[config.mk]
export PLATFORM = sky130hd
export DESIGN_NAME = regfile_wb_arbiter
export DESIGN_NICKNAME = d
export VERILOG_FILES = /design/src/rtl/regfile_wb_arbiter.sv
export SDC_FILE = /design/constraint.sdc
export NUM_CORES = 1
export LEC_CHECK = 0
export CAP_MARGIN = 20
export CELL_PAD_IN_SITES_DETAIL_PLACEMENT = 0
export CELL_PAD_IN_SITES_GLOBAL_PLACEMENT = 2
export CORE_ASPECT_RATIO = 0.6
export CORE_UTILIZATION = 23
export DETAILED_ROUTE_END_ITERATION = 10
export PLACE_DENSITY = 0.85
export SLEW_MARGIN = 0
export SYNTH_ARGS = -nofsm -noshare
export SYNTH_HDL_FRONTEND = slang
export SYNTH_SLANG_ARGS = --single-unit
[constraint.sdc]
create_clock -name clk -period 1.45 [get_ports clk]
set_input_delay 0.29 -clock clk [delete_from_list [all_inputs] [get_ports clk]]
set_output_delay 0.29 -clock clk [all_outputs]
set_load 0.01 [all_outputs]
[src/rtl/regfile_wb_arbiter.sv]
// regfile_wb_arbiter: shares the register file write port between the
// pipeline write-back and a multi-cycle unit, with starvation and scoreboard.
module regfile_wb_arbiter #(
  parameter int STARVE_LIMIT = 4,
  parameter int DATA_W       = 32,
  parameter int ADDR_W       = 4
) (
  input  logic                 clk,
  input  logic                 rst_n,
  input  logic                 wb_valid,
  input  logic [ADDR_W-1:0]    wb_rd,
  input  logic [DATA_W-1:0]    wb_data,
  input  logic                 mc_valid,
  input  logic [ADDR_W-1:0]    mc_rd,
  input  logic [DATA_W-1:0]    mc_data,
  output logic                 mc_ready,
  input  logic                 mc_issue,
  input  logic [ADDR_W-1:0]    mc_issue_rd,
  output logic                 stall_pipe,
  output logic                 rf_we,
  output logic [ADDR_W-1:0]    rf_waddr,
  output logic [DATA_W-1:0]    rf_wdata,
  output logic [2**ADDR_W-1:0] pending
);

  localparam int NREG = 2**ADDR_W;
  localparam int CW   = 4;
  localparam logic [CW-1:0] LIM = CW'(STARVE_LIMIT);

  typedef enum logic [1:0] {
    IDLE  = 2'd0,
    WAIT  = 2'd1,
    FORCE = 2'd2
  } state_t;

  state_t          r_state;
  state_t          w_state_nx;
  logic [CW-1:0]   r_cnt;
  logic [CW-1:0]   w_cnt_nx;
  logic [CW-1:0]   w_cnt_inc;
  logic            r_stall;
  logic            w_stall_nx;
  logic            w_grant;
  logic            w_refuse;
  logic            r_we;
  logic [ADDR_W-1:0] r_waddr;
  logic [DATA_W-1:0] r_wdata;
  logic [NREG-1:0] r_pend;
  logic [NREG-1:0] w_set;
  logic [NREG-1:0] w_clr;

  // During a forced stall the pipeline write is ignored entirely.
  assign w_grant   = mc_valid & (~wb_valid | r_stall);
  assign w_refuse  = mc_valid & ~w_grant;
  assign w_cnt_inc = r_cnt + CW'(1);

  assign mc_ready   = w_grant;
  assign stall_pipe = r_stall;
  assign rf_we      = r_we;
  assign rf_waddr   = r_waddr;
  assign rf_wdata   = r_wdata;
  assign pending    = r_pend;

  // State, starvation counter and stall register.
  always_ff @(posedge clk or negedge rst_n) begin
    if (!rst_n) begin
      r_state <= IDLE;
      r_cnt   <= '0;
      r_stall <= 1'b0;
    end else begin
      r_state <= w_state_nx;
      r_cnt   <= w_cnt_nx;
      r_stall <= w_stall_nx;
    end
  end

  // Next state: count refusals, force one stall cycle at the limit.
  always_comb begin
    w_state_nx = r_state;
    w_cnt_nx   = r_cnt;
    w_stall_nx = r_stall;
    unique case (r_state)
      IDLE: begin
        w_stall_nx = 1'b0;
        if (w_refuse) begin
          w_state_nx = WAIT;
          w_cnt_nx   = CW'(1);
        end else begin
          w_cnt_nx = '0;
        end
      end
      WAIT: begin
        if (w_refuse) begin
          if (w_cnt_inc >= LIM) begin
            w_state_nx = FORCE;
            w_stall_nx = 1'b1;
            w_cnt_nx   = '0;
          end else begin
            w_cnt_nx = w_cnt_inc;
          end
        end else begin
          w_state_nx = IDLE;
          w_cnt_nx   = '0;
        end
      end
      FORCE: begin
        w_state_nx = IDLE;
        w_stall_nx = 1'b0;
        w_cnt_nx   = '0;
      end
      default: begin
        w_state_nx = IDLE;
        w_stall_nx = 1'b0;
        w_cnt_nx   = '0;
      end
    endcase
  end

  // Register file write port; address and data hold when idle.
  always_ff @(posedge clk or negedge rst_n) begin
    if (!rst_n) begin
      r_we    <= 1'b0;
      r_waddr <= '0;
      r_wdata <= '0;
    end else if (w_grant) begin
      r_we    <= 1'b1;
      r_waddr <= mc_rd;
      r_wdata <= mc_data;
    end else if (wb_valid & ~r_stall) begin
      r_we    <= 1'b1;
      r_waddr <= wb_rd;
      r_wdata <= wb_data;
    end else begin
      r_we <= 1'b0;
    end
  end

  // Scoreboard set/clear masks.
  always_comb begin
    w_set = '0;
    w_clr = '0;
    if (mc_issue) w_set[mc_issue_rd] = 1'b1;
    if (w_grant)  w_clr[mc_rd]       = 1'b1;
  end

  // Pending scoreboard; a same-cycle set beats a clear.
  always_ff @(posedge clk or negedge rst_n) begin
    if (!rst_n) begin
      r_pend <= '0;
    end else begin
      r_pend <= (r_pend & ~w_clr) | w_set;
    end
  end

endmodule

* Word level (Yosys, flattened, before mapping)
Cells that the tools add are included.
** Word-level totals
- ROM bits :: 0
- Register bits after elaboration :: 60
- Input bits :: 81
- Output and inout bits :: 55
- RAM bits :: 0
- Word-level logic and storage cells :: 57
- Bits in latches :: 0
- Memories :: 0
** Operators by class
- Divide/modulo/power cells :: 0
- Mux-type cells :: 23
- Reductions and logical operators :: 6
- Magnitude comparators :: 5
- Eq/ne operators :: 5
- Multipliers :: 0
- Add/sub/neg operators :: 1
- Bitwise operators :: 10
- Shifts and indexed selects :: 0
** Operators with widths (count)
- 32-bit two-way mux :: 2
- 16-bit two-way mux :: 2
- 16-bit bitwise AND :: 1
- 4-bit two-way mux :: 4
- 16-bit inverter :: 1
- 16-bit OR :: 1
- 4-bit by 5-bit < comparator with 1-bit output, second input constant :: 2
- 1-bit demux with 4-bit select :: 2
- 4-bit by 1-bit >= comparator with 1-bit output, second input constant :: 2
- 1-bit two-way mux :: 8
- 4-bit one-hot mux with 2 select lines :: 1
- 2-bit two-way mux :: 3
- 2-bit != test, second input constant :: 3
- 4-bit by 1-bit adder with 4-bit output, second input constant :: 1
- 4-bit by 3-bit >= comparator with 1-bit output, second input constant :: 1
- 2-bit one-hot mux with 2 select lines :: 1
- 2-bit AND reduction :: 2
- 1-bit bitwise AND :: 3
- 3-bit != test, second input constant :: 1
- 1-bit inverter :: 3
- 2-bit by 1-bit == test with 1-bit output, second input constant :: 1
- 1-bit logical AND :: 2
- 2-bit zero test :: 1
- 2-bit nonzero test :: 1
- 1-bit OR :: 1

* Depth between registers and ports, before layout
Gate-level depths: netlist of the first run.
- Word-level depth :: 8
- Mapped depth :: 6
- Mapped depth without buffers :: 4

* Worst setup path after synthesis of the first run
Ideal clock, no wire load.
- Path type :: register -> output
- Start :: register r_stall (netlist: stall_pipe)
- End :: output port mc_ready
- Buffers on the path :: 3
- Setup slack :: 0.114 ns
- Data arrival time :: 1.046 ns
- Data required time :: 1.160 ns
- Stages on the path, launching flop included :: 6
- Cell sequence :: dfrtp_1 -> nor2b_1 -> buf_6 -> buf_6 -> buf_2 -> nor2_1
** Between the ends
- Word-level cells in the longest chain between the ends :: 2
** Ends and longest elaborated chain
- start: declaration :: line 41 : logic r_stall;
- start signal: assignment :: line 73 : r_stall <= w_stall_nx;
- 1-bit OR :: line 53 : assign w_grant = mc_valid & (~wb_valid | r_stall);
- 1-bit bitwise AND :: line 53
- end: declaration :: line 16 : output logic mc_ready,
Every way passes these cells.

* Worst setup path after layout of the first run
Same ends and word-level chain as after synthesis.

==> run summary, run 1 <==
status = finished clean
vias in the first global route = 2558
final setup violation count = 0
Min-Delay Path Class = in -> reg
share of cells above drive strength 1 = 11.50%
hold depth = 4
Root Buffer = clkbuf_16
# port buffers = 135
drt total wl = 8313 um
cell count of the worst reg-to-reg path = 5
max-cap violation count = 0
CTS buffer count = 9
Slew Viols, Final = 0
Clock Latency Late Sink = 330 ps
sequential share of the synthesized area = 53.96%
Cell Count, Final, Fillers Out = 586
CP max FO = 2
VDD IR-drop max = 0.0004792 V
Final Cycle Share = 95.78%
die area = 0.01256 mm2
post-route cell area = 0.004750 mm2
largest net degree at the start of global routing = 61
P&R area growth vs syn = 70.68%
Ant. Diodes = 0
vias per cell = 4.292
Setup crit end kind = output port
Final ANT Viol Nets = 0
Max H-tree Level = 3
CP startpoint = stall_pipe$_DFFE_PN0P_
layer with the highest usage = met2
Hold Vio Cnt, Final = 0
IO Count = 136
Pre-antenna DRT Iters = 4
DP Area = 0.004444 mm2
Simple-Gate Fraction of Synth Area = 12.23%
grt ovf = 0
launch point of the worst reg-to-reg path = stall_pipe$_DFFE_PN0P_
routing usage on met1 = 18.36%
Synth Cell Area = 0.002783 mm2
first-pass GRT wire length = 13120 um
Crit Path Class = reg -> out
Unique masters post-synth = 37
clock-pin slew on the worst setup and hold paths = 50 ps
YS warnings = 0
M2 GR Usage = 21.56%
clock skew = 6.222 ps
die width = 144 um
Yosys reg bits = 60
Synth Instances = 260
CTS tree = built
die height = 87.20 um
final hold slack = 317.6 ps
antenna violations before repair = 0
leak pwr = 2.174 nW
Initial Util = 24.15%
All-Layer GR Usage = 14.03%
Post-Synth XOR/XNOR Area = 0.3147%
post-synthesis adder-cell area fraction = 0.4496%
hpwl dp = 6114 um
starting DRC count in detailed routing = 113
Pwr per Cell Area = 1121 mW/mm2
Filler cells = 1136
DRC Markers = 0
multiplexer share of the synthesized area = 12.59%
met3 Use GR = 5.223%
Max Buffers Root-to-Sink = 2
Total Nets Final = 503
Avg WL per Cell = 14.19 um
largest family of logic cells by synthesized area = compound AO/OA/AOI/OAI gates
# rows = 30
Synth Area in Compound Gates = 15.96%
Tmin final = 1389 ps
Floorplan Core Area = 0.01152 mm2
Startpoint Class = flip-flop
clk sink count = 60
Inst Count DP = 568
worst hold path startpoint = mc_valid
GPL Wtd Cong = 0.7775
Fmax achieved = 720.0 MHz
Avg Inst Size Synth = 10.70 um2
routed via count = 2515
WP data arrival = 1100 ps
Crit path required time = 1160 ps
## cells in the final DEF, fill, tap and decap left out, types with 3 or more instances in the layout
cell type,n
clkdlybuf4s50_1,78
dfrtp_1,60
dlygate4sd2_1,53
nand2_1,47
o21ai_0,41
mux2i_1,35
buf_4,24
clkbuf_16,9
a21o_1,8
inv_1,6
a22o_1,6
o41ai_1,4
nor2_1,3
nand2b_1,3
a22oi_1,3
bufinv_16,3
buf_2,3
## sequential cells by signal, summed over array words and instances (netlist names)
signal and flops:
rf_wdata 32, pending 16, r_cnt 4, rf_waddr 4, r_state 2, rf_we 1
stall_pipe 1
## power by group
| group | switching, mW | leakage, nW | internal [mW] | total, mW |
|---|---|---|---|---|
| Clock | 0.732 | 0.173 | 1.77 | 2.50 |
| Combinational | 0.410 | 1.31 | 0.512 | 0.923 |
| Sequential | 0.0798 | 0.688 | 1.82 | 1.90 |
## layer usage
layer | part of all wire [%] | wire length [um]
met1 | 50 | 4163
met2 | 42 | 3475
met3 | 7.4 | 618
met4 | 0.67 | 56
met5 | 0 | 0
## timing repair
action	in CTS	in global routing
endpoints found under the setup margin	55	16
buffers inserted	1	0
gates cloned	0	0
hold buffers	1	0
endpoints found under the hold margin	60	0
resized for setup	58	3
## stage by stage
stage	TNS [ps]	worst slack, ps	util (%)	power (mW)
global route	-7.128	-7.128	41.22	5.612
global placement	-9397	-299.1	38.57	2.951
CTS	0	25.74	41.14	5.418
detailed placement	-10640	-315.3	38.57	2.965
floorplan	0	114.4	-	2.289
finish	0	61.20	41.22	5.327
## cell families (layout without fill, tap and decap cells)
logic type      count (synthesis)  in the layout
compound gates                 70             70
xor+xnor                        1              1
fa+ha+maj                       1              1
buf+inv                        20            185
flops                          60             60
mux                            35             35
other cells                     1              2
simple gates                   72             72
## synthesized netlist by cell type
cell type | instances | area (um2)
a21bo_2 | 1 | 10.01
a21o_1 | 8 | 60.06
a21oi_1 | 1 | 5.000
a22o_1 | 6 | 52.55
a22oi_1 | 3 | 22.52
a32o_1 | 2 | 20.02
a32oi_1 | 1 | 8.760
a41o_1 | 1 | 10.01
and2_1 | 1 | 6.260
and3_1 | 1 | 6.260
and3b_1 | 2 | 17.52
and4_1 | 1 | 8.760
and4bb_2 | 1 | 12.51
buf_2 | 4 | 20.02
buf_4 | 1 | 7.510
buf_6 | 5 | 56.30
clkbuf_1 | 4 | 15.01
conb_1 | 1 | 3.750
dfrtp_1 | 60 | 1501
ha_1 | 1 | 12.51
inv_1 | 6 | 22.52
mux2i_1 | 35 | 350.3
nand2_1 | 47 | 176.4
nand2b_1 | 3 | 18.77
nand3_1 | 2 | 10.01
nand3b_1 | 2 | 15.01
nand4b_1 | 1 | 8.760
nor2_1 | 3 | 11.26
nor2b_1 | 3 | 18.77
nor3_1 | 2 | 10.01
nor3b_1 | 1 | 7.510
nor4_1 | 1 | 6.260
o21a_1 | 2 | 15.01
o21ai_0 | 41 | 205.2
o41ai_1 | 4 | 35.03
or2_2 | 1 | 6.260
xor2_1 | 1 | 8.760
## worst max-delay path, stage by stage (launching register included)
cell	delay [ps]
dfrtp_1	380
buf_6	120
nor2b_4	100
nor2_1	40
buf_2	130
## final timing paths
kind / to / slack (ps)
worst max-delay path: mc_ready / 60
worst min-delay path: rf_we$_DFF_PN0_ / 320
worst max register to register: rf_wdata[5]$_DFFE_PN0P_ / 120
worst min register to register: pending[4]$_DFF_PN0_ / 490
max in group asynchronous: pending[14]$_DFF_PN0_ / 640
min in group asynchronous: pending[9]$_DFF_PN0_ / 480
## cell type report
class	instances	area, um2	share of cell area (%)
Inverter	6	22.52	0.4742
Multi-Input combinational cell	181	1171	24.66
Sequential cell	60	1501	31.61
Timing Repair Buffer	163	1503	31.64
Clock inverter	4	95.09	2.002
Tap cell	160	200.2	4.215
Clock buffer	12	256.5	5.400
Power figures use the tool's default switching activity.
==> run 2, diff against run 1 <==
- TNS_END_PERCENT: default -> 5
==> run summary, run 2 (synthesis gave the netlist of run 1 again) <==
status = finished clean
Hold Vio Cnt, Final = 0
All-Layer GR Usage = 14.03%
Gate power share = 17.3%
Min-Delay Path Class = in -> reg
hpwl dp = 6114 um
Inst Count DP = 568
Fmax achieved = 717.4 MHz
routed via count = 2511
clock power share = 47.0%
unrepaired setup endpoints after global routing = true
met2 wire length = 3477 um
DRC Markers = 0
Pre-antenna DRT Iters = 4
die area = 0.01256 mm2
vias per cell = 4.285
Filler cells = 1136
largest net degree at the start of global routing = 61
Worst path max stage delay = 370 ps
GPL Wtd Cong = 0.7775
Setup crit end kind = output port
leak pwr = 2.173 nW
antenna violations before repair = 0
max FFs per register = 32
Tmin final = 1394 ps
Initial Util = 24.15%
# port buffers = 135
die width = 144 um
clock-pin slew on the worst setup and hold paths = 50 ps
Max Buffers Root-to-Sink = 2
# rows = 30
max layer used = met4
Clock Latency Late Sink = 330 ps
Floorplan Core Area = 0.01152 mm2
P&R area growth vs syn = 70.55%
DP Area = 0.004444 mm2
CP max FO = 2
metal3 WL = 618 um
Avg WL per Cell = 14.18 um
Slew Viols, Final = 0
Crit path required time = 1160 ps
starting DRC count in detailed routing = 107
sw frac = 22.95%
final hold slack = 317.0 ps
first-pass GRT wire length = 13120 um
final setup violation count = 0
final total power = 5.326 mW
internal power = 4.104 mW
Total Nets Final = 503
WP data arrival = 1100 ps
clk sink count = 60
M1 WL = 4159 um
Net Switching = 1.223 mW
share of cells above drive strength 1 = 11.50%
grt ovf = 0
Worst path slowest cell = dfrtp_1
Root Buffer = clkbuf_16
Crit Path Class = reg -> out
vias in the first global route = 2558
Pwr per Cell Area = 1122 mW/mm2
VDD IR-drop max = 0.0004792 V
CTS buffer count = 9
Ant. Diodes = 0
CP Cell Sequence = buf_4 > nor2b_4 > nor2_1 > buf_2
CTS tree = built
IO Count = 136
Cell Count, Final, Fillers Out = 586
Startpoint Class = flip-flop
Max H-tree Level = 3
max-cap violation count = 0
commonest non-fill, non-tap cells in the layout = 78 x clkdlybuf4s50_1, 60 x dfrtp_1, 53 x dlygate4sd2_1, 47 x nand2_1, 41 x o21ai_0
clock skew = 6.224 ps
post-route cell area = 0.004746 mm2
final setup margin = 56.07 ps
most common cell after layout, fill and taps aside = clkdlybuf4s50_1
Final ANT Viol Nets = 0
drt total wl = 8311 um
Final Cycle Share = 96.13%
Sequential Power Share = 35.7%
DP Worst Slack = -315.3 ps
die height = 87.20 um
==> run 2: final cells by class <==
cell class,instances,area (um2),area share [%]
flip-flops and latches,60,1501,31.64
well taps,160,200.2,4.218
repair buffers,163,1499,31.58
multi-input cells,181,1171,24.68
clock buffers,12,256.5,5.405
inverters,6,22.52,0.4746
clock inverters,4,95.09,2.004
==> run 2: worst paths after layout <==
kind / to / slack (ps) / startpoint / cells past startpoint
setup / recovery: mc_ready / 60 / stall_pipe$_DFFE_PN0P_ / 4
hold / removal: rf_we$_DFF_PN0_ / 320 / mc_valid / 4
setup reg to reg: rf_wdata[5]$_DFFE_PN0P_ / 120 / stall_pipe$_DFFE_PN0P_ / 5
hold reg to reg: pending[4]$_DFF_PN0_ / 490 / pending[4]$_DFF_PN0_ / 2
max in group asynchronous: pending[14]$_DFF_PN0_ / 640 / rst_n / 3
min in group asynchronous: pending[9]$_DFF_PN0_ / 480 / rst_n / 3
==> run 2: stage by stage <==
step,TNS [ps],util (%)
after floorplan,0,-
after global placement,-9397,38.57
after detailed placement,-10640,38.57
after CTS,0,41.14
after global routing,-7.902,41.18
final,0,41.18
==> run 2: what timing repair did <==
| action | in CTS | in global routing |
|---|---|---|
| hold endpoints to repair | 60 | 0 |
| setup buffers | 1 | 0 |
| resized for setup | 58 | 2 |
| hold buffers | 1 | 0 |
| setup endpoints to repair | 55 | 16 |
==> run 2: worst max-delay path: cells and delay by family (launching register included) <==
family / cells / cell delay (ps)
simple gates: 2 / 140
flops: 1 / 370
buf+inv: 2 / 270
==> run 2: routing by layer <==
metal	global-route usage (%)	vias up
met5	0	-
met4	4.062	0
met3	5.223	4
met2	21.56	91
met1	18.36	1175
li1	-	1241
==> run 2: power by group through the flow <==
stage | Clock [mW] | Combinational, mW | Sequential (mW)
after floorplan | 0 | 0.294 | 1.99
after global placement | 0 | 1.02 | 1.93
after detailed placement | 0 | 1.03 | 1.93
after CTS | 2.58 | 0.936 | 1.91
after global routing | 2.68 | 1.01 | 1.92
final | 2.50 | 0.922 | 1.90
